$ cat src/rtl/arb_requester.sv
// Per-channel pending-request counters facing an external arbiter, with grant error checking.
// Define ARB_REQ_STARVE_CHECK_EN to enable the per-channel starvation monitor on starve_o.
module arb_requester #(
    parameter int NUM          = 4,
    parameter int DEPTH        = 4,
    parameter int STARVE_LIMIT = 8
) (
    input  logic           clk,
    input  logic           rst_n,
    input  logic [NUM-1:0] push_i,
    output logic [NUM-1:0] full_o,
    output logic [NUM-1:0] req_o,
    input  logic [NUM-1:0] gnt_i,
    output logic [NUM-1:0] served_o,
    output logic           ovf_o,
    output logic           err_multi_gnt_o,
    output logic           err_spur_gnt_o,
    output logic [NUM-1:0] starve_o
);

    localparam int CW = $clog2(DEPTH + 1);
    localparam logic [CW-1:0] CNT_FULL = CW'(DEPTH);
    localparam logic [CW-1:0] CNT_ONE  = CW'(1);
    localparam logic [NUM-1:0] VEC_ONE = NUM'(1);

    logic [CW-1:0]  count_q [NUM];
    logic [CW-1:0]  count_d [NUM];
    logic           gnt_multi;
    logic           gnt_onehot;
    logic [NUM-1:0] acc;
    logic [NUM-1:0] inc;
    logic [NUM-1:0] drop;
    logic [NUM-1:0] spur;

    // Outputs decode from registered counts only; push/gnt never reach them combinationally.
    always_comb begin
        for (int k = 0; k < NUM; k++) begin
            req_o[k]  = (count_q[k] != '0);
            full_o[k] = (count_q[k] == CNT_FULL);
        end
    end

    always_comb begin
        gnt_multi  = ((gnt_i & (gnt_i - VEC_ONE)) != '0);
        gnt_onehot = (gnt_i != '0) && !gnt_multi;
        acc        = gnt_onehot ? (gnt_i & req_o) : '0;
        spur       = gnt_i & ~req_o;
        // A push into a full channel survives only if that channel is served on the same edge.
        inc        = push_i & (~full_o | acc);
        drop       = push_i & full_o & ~acc;
        for (int k = 0; k < NUM; k++) begin
            count_d[k] = count_q[k];
            case ({inc[k], acc[k]})
                2'b10:   count_d[k] = count_q[k] + CNT_ONE;
                2'b01:   count_d[k] = count_q[k] - CNT_ONE;
                default: count_d[k] = count_q[k];
            endcase
        end
    end

    always_ff @(posedge clk or negedge rst_n) begin
        if (!rst_n) begin
            for (int k = 0; k < NUM; k++) count_q[k] <= '0;
            served_o        <= '0;
            ovf_o           <= 1'b0;
            err_multi_gnt_o <= 1'b0;
            err_spur_gnt_o  <= 1'b0;
        end else begin
            for (int k = 0; k < NUM; k++) count_q[k] <= count_d[k];
            served_o <= acc;
            if (drop != '0) ovf_o           <= 1'b1;
            if (gnt_multi)  err_multi_gnt_o <= 1'b1;
            if (spur != '0) err_spur_gnt_o  <= 1'b1;
        end
    end

`ifdef ARB_REQ_STARVE_CHECK_EN
    localparam int WW = $clog2(STARVE_LIMIT + 1);
    localparam logic [WW-1:0] WAIT_MAX = WW'(STARVE_LIMIT);
    localparam logic [WW-1:0] WAIT_ONE = WW'(1);

    logic [WW-1:0] wait_q [NUM];

    // Wait counters run only while a channel is pending and unserved; saturate at the limit.
    always_ff @(posedge clk or negedge rst_n) begin
        if (!rst_n) begin
            for (int k = 0; k < NUM; k++) wait_q[k] <= '0;
        end else begin
            for (int k = 0; k < NUM; k++) begin
                if (acc[k] || !req_o[k])
                    wait_q[k] <= '0;
                else if (wait_q[k] != WAIT_MAX)
                    wait_q[k] <= wait_q[k] + WAIT_ONE;
            end
        end
    end

    always_comb begin
        for (int k = 0; k < NUM; k++) starve_o[k] = (wait_q[k] == WAIT_MAX);
    end
`else
    assign starve_o = '0;
`endif

endmodule

$ cat config.mk
export PLATFORM = sky130hd
export DESIGN_NAME = arb_requester
export DESIGN_NICKNAME = d
export VERILOG_FILES = /design/src/rtl/arb_requester.sv
export SDC_FILE = /design/constraint.sdc
export NUM_CORES = 1
export LEC_CHECK = 0
export ABC_AREA = 1
export ABC_CLOCK_PERIOD_IN_PS = 2000
export BUFFER_PORTS_ARGS = -buffer_cell sky130_fd_sc_hd__buf_2
export CORE_MARGIN = 3
export CORE_UTILIZATION = 52
export DETAILED_ROUTE_END_ITERATION = 8
export PLACE_DENSITY_LB_ADDON = 0.2
export SLEW_MARGIN = 40
export SYNTH_ARGS = -nofsm -noshare
export SYNTH_HDL_FRONTEND = slang
export SYNTH_SLANG_ARGS = --single-unit
export TNS_END_PERCENT = 30
$ cat constraint.sdc
create_clock -name clk -period 2 [get_ports clk]
set_input_delay 0.5 -clock clk [delete_from_list [all_inputs] [get_ports clk]]
set_output_delay 0.5 -clock clk [all_outputs]
set_load 0.02 [all_outputs]
# Word-level counts from Yosys, hierarchy flattened
# Cells that the tools add are included.
# Widths: inputs -> output; s select.
[totals]
register_bits = 19
out_inout_bits = 19
[classes]
n_addsub = 9
eq_ne = 12
n_mux = 5
bitwise_logic = 10
n_reduce_logical = 14
[ops]
columns = ["cell", "count"]
rows = [
  ["$and 4x4->4", 6],
  ["$pmux 3 s2", 4],
  ["$reduce_bool 4->1", 4],
  ["$add 3x1->3 const B", 4],
  ["$eq 3x3->1 const B", 4],
  ["$not 4->4", 3],
  ["$reduce_bool 3->1", 4],
  ["$sub 3x1->3 const B", 4],
  ["$eq 2x1->1 const B", 4],
  ["$eq 2x2->1 const B", 4],
  ["$reduce_bool 2->1", 4],
  ["$mux 4", 1],
  ["$or 4x4->4", 1],
  ["$sub 4x1->4 const B", 1],
  ["$logic_and 1x1->1", 1],
  ["$logic_not 1->1", 1],
]

# Longest topological paths before layout
[logic_depth]
ltp_word = 10
depth_mapped = 12
ltp_nobuf = 12

# Least setup slack after synthesis
# OpenSTA, ideal clock, no wires.
[synth_path]
path_kind = "reg-to-reg"
startpoint = "reg count_q[3] (netlist bit)"
endpoint = "reg count_q[5] (netlist bit)"
setup_ns = 0.131
arrival_ns = 2.094
required_ns = 1.869
slack_ns = -0.225
path_stages_with_launch = 10
path_buffers = 0
path_cell_list = "dfrtp_1 -> nor3_1 -> nand2_1 -> nand2_1 -> ha_1 -> inv_1 -> fa_1 -> a21oi_1 -> o21ai_0 -> xor2_1"
[synth_via]
elab_cells_between_ends = 13
[synth_rtl]
columns = ["item", "line", "rtl"]
rows = [
  ["from (decl)", "26", "logic [CW-1:0] count_q [NUM];"],
  ["$eq 3x3->1 *", "39", "full_o[k] = (count_q[k] == CNT_FULL);"],
  ["via full_o[2]", "11", "output logic [NUM-1:0] full_o,"],
  ["$not 4->4 *", "49", "inc = push_i & (~full_o | acc);"],
  ["$or 4x4->4 *", "49", ""],
  ["$and 4x4->4 *", "49", ""],
  ["$eq 2x1->1 or $eq 2x2->1 (tied branches)", "53", "case ({inc[k], acc[k]})"],
  ["$pmux 3 s2 or $reduce_bool 2->1 (tied branches)", "--", ""],
]
# Mark *: on every way through the listed nets, which the timed path passes. The rest lies on a longest branch.
# A chain may end at the register's enable or synchronous reset.

# Final worst setup path
[layout_path]
startpoint = "reg count_q[10] (netlist bit)"
endpoint = "reg count_q[11] (netlist bit)"
[layout_via]
elab_chain_len = 7
elab_cells_between_ends = 13
[layout_rtl]
columns = ["item", "line", "rtl"]
rows = [
  ["$reduce_bool 3->1", "38", "req_o[k] = (count_q[k] != '0);"],
  ["$and 4x4->4", "46", "acc = gnt_onehot ? (gnt_i & req_o) : '0;"],
  ["$mux 4", "46", ""],
  ["$or 4x4->4", "49", ""],
  ["$and 4x4->4", "49", ""],
  ["$eq 2x1->1 or $eq 2x2->1 (tied branches)", "53", ""],
  ["$pmux 3 s2 or $reduce_bool 2->1 (tied branches)", "--", ""],
]
# Several ways; a longest one is shown, not always the timed one.

==> results.sh <==
export IMPL_grt_ovfl_total=0
export IMPL_post_route_period_util=0.933
export IMPL_grt_max_degree=20
export IMPL_fmax_ghz=0.536
export IMPL_area_growth_pct=26.7
export IMPL_ys_seq_area_frac=0.389
export IMPL_grtUsageTotal=0.195
export IMPL_p_leak_nw=0.833
export IMPL_synthSimpleGateAreaFrac=0.289
export IMPL_synth_compound_area_frac=0.0798
export IMPL_grt_antenna_before_repair=0
export IMPL_dieHeight_um=54.5
export IMPL_yosysTopAreaCell="dfrtp_1"
export IMPL_cts_max_level=1
export IMPL_worstPathMaxFanout=4
export IMPL_setup_tns_ps=0
export IMPL_num_rows=16
export IMPL_holdBufCountCts=0
export IMPL_initial_core_util=0.588
export IMPL_postSynthAreaPerCell_um2=8.44
export IMPL_grt_first_pass_wirelength_mm=4.05
export IMPL_grt_pass1_vias=1006
export IMPL_setup_viol=0
export IMPL_critical_path_arrival_ps=2100
export IMPL_routed_via_count=1041
export IMPL_drt_pass1_iterations=4
export IMPL_cts_reportedPaths_clkPinSlew_ps=100
export IMPL_post_cts_resized=0
export IMPL_max_stage_delay_ps=460
export IMPL_syn_inst=145
export IMPL_drt_iter0_drc=23
export IMPL_hold_path_class="input port to asynchronous set/reset pin"
export IMPL_n_antenna_cell=0
export IMPL_finalNetCount=206
export IMPL_cts_tree="done"
export IMPL_cts_buffers=3
export IMPL_port_buffers=24
export IMPL_critical_path_top_delay_family="simple AND/OR/NAND/NOR gates"
export IMPL_syn_cell_area_mm2=0.00122
export IMPL_synthDistinctLibCells=27
export IMPL_clock_sinks=19
export IMPL_final_area_mm2=0.00155
export IMPL_ys_warn_count=0
export IMPL_core_area_mm2=0.00208
export IMPL_post_drt_wl_per_cell_um=11.3
export IMPL_clockRootBuffer="clkbuf_4"
export IMPL_fillerInstances=157
export IMPL_num_io_pins=29
export IMPL_cts_buffer_depth=2
export IMPL_critical_path_most_common_cell="nand2_1"
export IMPL_hpwl_mm=1.99
export IMPL_crit_buf_inv=1
export IMPL_synthXorXnorAreaFrac=0.0286
export IMPL_final_setup_skew_ps=2.99
export IMPL_die_x_um=54.5
export IMPL_die_area_mm2=0.00297
export IMPL_status="finished, final reports clean"
export IMPL_crit_chain="nor3_4 -> nand2_1 -> nand2_1 -> ha_1 -> inv_1 -> fa_1 -> nor2_1 -> nor2_1 -> nand2_1 -> xor2_1"
export IMPL_vias_per_cell=4.82
export IMPL_hold_ws_ps=112
export IMPL_fin_crit_ps=1870
export IMPL_crit_required_ps=2230
export IMPL_layout_drive_gt1_share=0.376
export IMPL_clk_latency_ps=300
export IMPL_ir_worst_vdd_mv=0.841
export IMPL_powerDensity_mw_per_mm2=1210
export IMPL_drt_wl_total_mm=2.44
export IMPL_gp_congestion=0.778
export IMPL_rsz0062_at_grt="true"
export IMPL_synth_top_area_frac=0.389
export IMPL_endpoint_kind="register"
export IMPL_ant_nets=0
export IMPL_yosys_top_cells_area="dfrtp_1 (39%), nand2_1 (9.5%), inv_1 (9.2%)"
export IMPL_worstSetupPathType="register to register"
export IMPL_synth_seq_cells=19
export IMPL_synth_adder_area_share=0.0859
export IMPL_placed_cell_area_mm2=0.00150
export IMPL_cp_slowest_cell="dfrtp_2"
export IMPL_hold_violations=0
export IMPL_drc_errors=0
export IMPL_drv_slew=0
export IMPL_start_kind="register"
export IMPL_yosys_mux_area_fraction=0
export IMPL_synth_top_family_by_area="simple AND/OR/NAND/NOR gates"
export IMPL_maxCapViolCount=0
export IMPL_cts_setup_buffers=0
## final timing paths
| kind | slack [ps] | cells past startpoint | startpoint | end |
|---|---|---|---|---|
| setup / recovery | 130 | 10 | count_q[10]$_DFFE_PN0P_ | count_q[11]$_DFFE_PN0P_ |
| hold / removal | 110 | 1 | rst_n | count_q[5]$_DFFE_PN0P_ |
| setup reg to reg | 130 | 10 | count_q[10]$_DFFE_PN0P_ | count_q[11]$_DFFE_PN0P_ |
| hold reg to reg | 470 | 2 | err_multi_gnt_o$_DFFE_PN0P_ | err_multi_gnt_o$_DFFE_PN0P_ |
| max in group asynchronous | 1570 | 1 | rst_n | count_q[9]$_DFFE_PN0P_ |
| min in group clk | 470 | 3 | push_i[3] | ovf_o$_DFFE_PN0P_ |
## metal layers
metal | up-vias | share of wire | global-route usage
met3 | 5 | 0.050 | 0.0327
met4 | 0 | 0.021 | 0.112
li1 | 529 | - | -
met1 | 482 | 0.43 | 0.228
met5 | - | 0 | 0
met2 | 25 | 0.50 | 0.333
## sequential cells by signal, summed over array words and instances, names as in the netlist
register,cells
served_o,4
count_q,12
err_spur_gnt_o,1
err_multi_gnt_o,1
ovf_o,1
## synthesized netlist by cell type
cell type	number
a211oi_1	1
a21oi_1	1
a21oi_4	2
a31oi_1	3
buf_4	4
conb_1	1
dfrtp_1	19
fa_1	4
ha_1	2
inv_1	30
inv_2	1
inv_4	1
nand2_1	31
nand2_2	6
nand2_4	2
nand3_1	7
nand3_2	4
nand3_4	2
nand4_1	2
nor2_1	6
nor2_2	2
nor3_1	4
o21ai_0	3
o21ai_1	2
o221ai_1	1
xnor2_1	2
xor2_1	2
## layout make-up
| type | instances | area [um^2] | share of cell area |
|---|---|---|---|
| Tap cell | 27 | 33.8 | 0.0218 |
| Sequential cell | 19 | 478 | 0.308 |
| Clock buffer | 4 | 26.3 | 0.0169 |
| Multi-Input combinational cell | 93 | 642 | 0.414 |
| Inverter | 32 | 123 | 0.0791 |
| Timing Repair Buffer | 41 | 248 | 0.160 |
## cells in the final DEF (no fill, tap or decap), types with 3 or more instances in the layout
cell type  synthesis  final
nand3_2            4      4
inv_1             30     30
dfrtp_1           19     17
fa_1               4      3
clkbuf_4           0      3
nand2_2            6      6
buf_2              0     24
o21ai_0            3      3
nand2_1           31     31
buf_4              4     17
nor2_1             6      6
nand3_1            7      7
conb_1             1      4
## report_power, final
group	switching [mW]	total, mW	internal, mW
logic	0.653	1.04	0.386
clock network	0.118	0.196	0.0778
registers	0.124	0.646	0.523
total	0.895	1.88	0.987
## cell families (layout without fill, tap and decap cells)
| kind of cell | count (synthesis) | count (layout) |
|---|---|---|
| AOI/OAI and AO/OA | 13 | 13 |
| and+or+nand+nor | 66 | 66 |
| DFF | 19 | 19 |
| other | 1 | 4 |
| buffers and inverters | 36 | 77 |
| adders and majority gates | 6 | 6 |
| xor gates and xnor gates | 4 | 4 |
## stage by stage
step / util / instances / total power, mW / setup WS, ps
floorplan: - / 148 / 1.36 / -29.8
CTS: 0.731 / 216 / 1.84 / 111
global placement: 0.719 / 212 / 1.59 / -110
global route: 0.745 / 216 / 2.05 / -24.8
finish: 0.745 / 216 / 1.88 / 134
detailed placement: 0.719 / 212 / 1.63 / -205
Power figures use the tool's default switching activity.
